`src/rtl/pdm_capture.sv`:
```
// PDM microphone capture: divides clk down to m_clk, counts ones over 128-bit windows and streams
// saturated amplitudes to a sample RAM. Define PDM_RISING_SAMPLE_EN to sample on the m_clk rising transition.
module pdm_capture #(
    parameter  int CLK_FREQ     = 100,
    parameter  int RAM_SIZE     = 16384,
    parameter  int MCLK_FREQ    = 2500000,
    localparam int SAMPLE_COUNT = 128,
    localparam int SAMPLE_BITS  = $clog2(SAMPLE_COUNT),
    localparam int ADDR_W       = $clog2(RAM_SIZE)
) (
    input  logic                   clk,
    input  logic                   rst,
    input  logic                   start_capture,
    output logic                   m_clk,
    input  logic                   m_data,
    output logic [ADDR_W-1:0]      ram_wraddr,
    output logic [SAMPLE_BITS-1:0] ram_wrdata,
    output logic                   ram_we,
    output logic                   capturing,
    output logic                   capture_done,
    output logic [15:0]            set_led
);

    localparam int MCLK_HALF = (CLK_FREQ * 1000000) / (2 * MCLK_FREQ);
    localparam int DIV_W     = (MCLK_HALF > 1) ? $clog2(MCLK_HALF) : 1;

`ifdef PDM_RISING_SAMPLE_EN
    localparam logic EVT_LEVEL = 1'b0;
`else
    localparam logic EVT_LEVEL = 1'b1;
`endif

    // A full window holds 128 bits, so the count can reach 128 and must clip to 127.
    function automatic logic [SAMPLE_BITS-1:0] sat_ones(input logic [7:0] n);
        return (n > 8'(SAMPLE_COUNT - 1)) ? SAMPLE_BITS'(SAMPLE_COUNT - 1) : n[SAMPLE_BITS-1:0];
    endfunction

    logic [2:0]             start_sync_q, start_sync_d;
    logic [1:0]             mdat_sync_q, mdat_sync_d;
    logic [DIV_W-1:0]       div_q, div_d;
    logic                   m_clk_q, m_clk_d;
    logic                   capturing_q, capturing_d;
    logic [SAMPLE_BITS-1:0] bit_cnt_q, bit_cnt_d;
    logic [7:0]             ones_q, ones_d;
    logic [ADDR_W-1:0]      ram_wraddr_q, ram_wraddr_d;
    logic [SAMPLE_BITS-1:0] ram_wrdata_q, ram_wrdata_d;
    logic                   ram_we_q, ram_we_d;
    logic                   capture_done_q, capture_done_d;
    logic [15:0]            set_led_q, set_led_d;

    logic       div_wrap;
    logic       sample_evt;
    logic       start_edge;
    logic       sample_bit;
    logic [7:0] ones_next;
    logic [3:0] led_idx;

    always_comb begin
        start_sync_d   = {start_sync_q[1:0], start_capture};
        mdat_sync_d    = {mdat_sync_q[0], m_data};
        div_d          = div_q;
        m_clk_d        = m_clk_q;
        capturing_d    = capturing_q;
        bit_cnt_d      = bit_cnt_q;
        ones_d         = ones_q;
        ram_wraddr_d   = ram_wraddr_q;
        ram_wrdata_d   = ram_wrdata_q;
        ram_we_d       = 1'b0;
        capture_done_d = 1'b0;
        set_led_d      = 16'h0000;

        div_wrap   = (div_q == DIV_W'(MCLK_HALF - 1));
        sample_evt = div_wrap && (m_clk_q == EVT_LEVEL);
        // Third synchronizer flop doubles as the edge-detect history.
        start_edge = start_sync_q[1] && !start_sync_q[2];
        sample_bit = mdat_sync_q[1];
        ones_next  = ones_q + {7'b0, sample_bit};
        led_idx    = ~ram_wraddr_q[ADDR_W-1 -: 4];

        if (div_wrap) begin
            div_d   = '0;
            m_clk_d = ~m_clk_q;
        end else begin
            div_d = div_q + DIV_W'(1);
        end

        if (start_edge) begin
            capturing_d  = 1'b1;
            ram_wraddr_d = '0;
            bit_cnt_d    = '0;
            ones_d       = '0;
        end else if (capturing_q) begin
            if (sample_evt) begin
                bit_cnt_d = bit_cnt_q + SAMPLE_BITS'(1);
                if (bit_cnt_q == SAMPLE_BITS'(SAMPLE_COUNT - 1)) begin
                    ones_d       = '0;
                    ram_we_d     = 1'b1;
                    ram_wrdata_d = sat_ones(ones_next);
                    set_led_d    = 16'(1) << led_idx;
                end else begin
                    ones_d = ones_next;
                end
            end
            // Address advances once the write has been presented for its single cycle.
            if (ram_we_q) begin
                if (ram_wraddr_q == ADDR_W'(RAM_SIZE - 1)) begin
                    ram_wraddr_d   = '0;
                    capturing_d    = 1'b0;
                    capture_done_d = 1'b1;
                end else begin
                    ram_wraddr_d = ram_wraddr_q + ADDR_W'(1);
                end
            end
        end
    end

    always_ff @(posedge clk or posedge rst) begin
        if (rst) begin
            start_sync_q   <= '0;
            mdat_sync_q    <= '0;
            div_q          <= '0;
            m_clk_q        <= 1'b0;
            capturing_q    <= 1'b0;
            bit_cnt_q      <= '0;
            ones_q         <= '0;
            ram_wraddr_q   <= '0;
            ram_wrdata_q   <= '0;
            ram_we_q       <= 1'b0;
            capture_done_q <= 1'b0;
            set_led_q      <= '0;
        end else begin
            start_sync_q   <= start_sync_d;
            mdat_sync_q    <= mdat_sync_d;
            div_q          <= div_d;
            m_clk_q        <= m_clk_d;
            capturing_q    <= capturing_d;
            bit_cnt_q      <= bit_cnt_d;
            ones_q         <= ones_d;
            ram_wraddr_q   <= ram_wraddr_d;
            ram_wrdata_q   <= ram_wrdata_d;
            ram_we_q       <= ram_we_d;
            capture_done_q <= capture_done_d;
            set_led_q      <= set_led_d;
        end
    end

    assign m_clk        = m_clk_q;
    assign ram_wraddr   = ram_wraddr_q;
    assign ram_wrdata   = ram_wrdata_q;
    assign ram_we       = ram_we_q;
    assign capturing    = capturing_q;
    assign capture_done = capture_done_q;
    assign set_led      = set_led_q;

endmodule
```
`config.mk`:
```
export PLATFORM = sky130hd
export DESIGN_NAME = pdm_capture
export DESIGN_NICKNAME = d
export VERILOG_FILES = /design/src/rtl/pdm_capture.sv
export SDC_FILE = /design/constraint.sdc
export NUM_CORES = 1
export LEC_CHECK = 0
export CORE_ASPECT_RATIO = 0.8
export CORE_MARGIN = 8
export CORE_UTILIZATION = 53
export CTS_CLUSTER_DIAMETER = 100
export CTS_CLUSTER_SIZE = 25
export DETAILED_ROUTE_END_ITERATION = 7
export PLACE_DENSITY_LB_ADDON = 0.1
export SLEW_MARGIN = 20
export SYNTH_ARGS = -nofsm -noshare
export SYNTH_HDL_FRONTEND = slang
export SYNTH_SLANG_ARGS = --single-unit
export TNS_END_PERCENT = 5
```
`constraint.sdc`:
```
create_clock -name clk -period 2.9 [get_ports clk]
set_input_delay 0.58 -clock clk [delete_from_list [all_inputs] [get_ports clk]]
set_output_delay 0.58 -clock clk [all_outputs]
set_load 0.01 [all_outputs]
```
==> results.yml <==
power_and_ir_drop:
  switchingPower_uw: 359.0
  peakVddDrop_v: 0.0003189
  p_leak_nw: 1.530
  p_comb_share_pct: 2.4
  switching_share_pct: 21.42
  total_power_mw: 1.676
  internal_power_mw: 1.317
  seqPwrFrac_pct: 55.3
  power_density_mw_per_mm2: 465.3
  clock_power_share_pct: 42.3
sta:
  finalSetupViolCount: 0
  slew_headroom_pct: 47.31
  final_hold_viol_count: 0
  fmax_ghz: 0.4755
  worst-slew-pin-transition_ps: 790.3
  finalSetupTns_ps: 0
  grt_setup_unrepaired: "false"
  fin_crit_sh_pct: 72.51
  fin_crit_ps: 2103
  final_max_slew_viol_count: 0
  clock_skew_ps: 6.232
worst_hold_path:
  holdCritPathClass: "reg2reg"
floorplanning:
  die_h_um: 82.44
  top_level_ports: 45
  rows: 24
  fp.coreArea_mm2: 0.005375
  dieArea_mm2: 0.008165
  initial_core_util_pct: 54.40
  die_w_um: 99.05
synth:
  synthArstFlopShare_pct: 100.0
  synthesis.instances: 264
  synth-seq-cells: 66
  synth-warning-count: 0
  yosysTopAreaCell: "dfrtp_1"
  syn_nets: 273
  synth_area_per_cell_um2: 11.08
  synth_area_leaders: "dfrtp_1 56%, xnor2_1 5.1%, nor2_1 3.3%, nand2_1 2.6%, a21oi_1 2.4%"
  synth_top_area_share_pct: 56.48
  synth_edf_count: 0
  ys.flop_type: "dfrtp_1"
  syn-cell-area_mm2: 0.002924
  synth_cell_type_count: 49
  ys_seq_area_share_pct: 56.48
final_layout:
  syn_to_final_growth_pct: 23.19
  n_antenna_cell: 0
  final_area_mm2: 0.003602
  final_common_cell: "dfrtp_1"
  layout.nets: 320
  drive_gt1_share_pct: 9.494
  final_cell_mix: "66 x dfrtp_1, 44 x clkdlybuf4s50_1, 26 x nor2_1"
  fill_cells: 418
  final_cells: 381
setup_path:
  cp.required_ps: 2320
  cp_max_fo: 13
  cp_slowest_cell: "clkdlybuf4s50_1"
  cp-end-kind: "output port"
  timing.critical_path.buf_inv: 1
  crit_type: "reg2out"
  start_kind: "flip-flop"
  cp_top_family: "buffers and inverters"
  max_stage_delay_ps: 610
  worstPathArrival_ps: 1520
  crit_chain: "clkdlybuf4s50_1"
cts:
  cts_buffers: 9
  clk_pin_slew_worst_paths_ps: 70
  ctsHtreeMaxLevel: 3
  clk_latency_ps: 330
  cts_tree: "yes"
  cts_resized: 0
  cts.sinks: 66
  cts_hold_buf: 0
  cts_buffer_depth: 2
  post_cts_buffers: 0
  clockRootBuffer: "clkbuf_8"
global_route:
  grt_max_degree: 67
  grt_pass1_vias: 2049
  grtUsageTotal_pct: 15.85
  antenna_found_initial: 0
  grt_pass1_wl_mm: 10.07
  overflow: 0
drt:
  drtIter0Drc: 69
  wl_mm: 5.992
  drc: 0
  drtPass1Iterations: 4
  vias: 2120
  avgRoutedWirePerCell_um: 15.73
  antenna_left: 0
  drt-vias-per-instance: 5.564
placement:
  place_congestion: 0.7626
  place_inst: 365
  port_buffers: 44
  dp_hpwl_mm: 4.144
  dpl_cell_area_mm2: 0.003418
run_status:
  outcome: "complete, no violations"
job:
  max-cap-violations: 0
==> metal layers <==
layer,share of wire (%),track usage [%],vias up
li1,-,-,1031
met1,49,21.47,1037
met2,45,23.28,48
met5,0,0,-
met4,0.60,5.038,0
met3,5.3,5.779,4
==> worst paths after layout <==
kind,startpoint,slack [ps],end,cells after the start
min in group asynchronous,rst,630,bit_cnt_q[3],3
min,start_sync_q[0],350,start_sync_q[1],0
max,ram_wraddr[12],800,ram_wraddr[12],1
max reg2reg,div_q[0],800,ram_wrdata[5],5
max in group asynchronous,rst,2000,ones_q[2],3
min reg2reg,start_sync_q[0],350,start_sync_q[1],0
==> kinds of logic after synthesis <==
group,synth area share [%]
AOI/OAI and AO/OA,12.45
muxes,0.3851
and+or+nand+nor,19.64
buffers and inverters,3.209
DFF,56.48
adders and majority gates,2.139
xor gates and xnor gates,5.691
==> cell usage after synthesis, types with 2 or more instances <==
library cell	instances
a2111oi_2	2
o31ai_1	2
ha_1	5
a21o_1	6
nand4_1	5
xnor2_1	17
nand3_1	9
dfrtp_1	66
clkbuf_1	3
or3_1	2
xor2_1	2
buf_2	5
nand2b_1	3
inv_1	9
nor2_1	26
and2_1	5
nand2_1	20
nor3_4	2
o21ai_0	9
or4_1	2
a211oi_1	3
nor3_1	9
a21oi_1	14
a2bb2oi_1	6
nand4b_1	2
nor4_1	7
==> registers in the layout, summed over array words and instances, names as in the netlist, 2 cells and up <==
name / flops
ram_wrdata: 7
ram_wraddr: 14
mdat_sync_q: 2
bit_cnt_q: 7
div_q: 5
start_sync_q: 3
ones_q: 8
set_led: 16
==> area by class of cell <==
class	instances	area (µm²)	area share, %
clock inverters	1	7.507	0.2084
flip-flops and latches	66	1652	45.85
repair buffers	46	467.9	12.99
multi-input cells	178	1179	32.72
well taps	65	81.33	2.258
inverters	10	38.79	1.077
clock buffers	15	176.4	4.898
==> power groups by stage <==
stage / Combinational (mW) / Clock, mW / Sequential, mW
finish: 0.0407 / 0.709 / 0.927
global route: 0.0465 / 0.761 / 0.927
CTS: 0.0423 / 0.722 / 0.927
detailed placement: 0.0421 / 0 / 0.944
global placement: 0.0420 / 0 / 0.944
floorplan: 0.0256 / 0 / 0.944
==> metrics by stage <==
stage / setup slack (ps) / hold WS (ps) / utilization, %
after global routing: 588.8 / 366.7 / 67.02
final: 797.1 / 349.9 / 67.02
after CTS: 768.7 / 353.9 / 67.02
after detailed placement: 792.2 / 338.9 / 63.59
after global placement: 908.8 / 333.9 / 63.59
after floorplan: 665.2 / 331.2 / -
(Power assumes the default switching activity.)
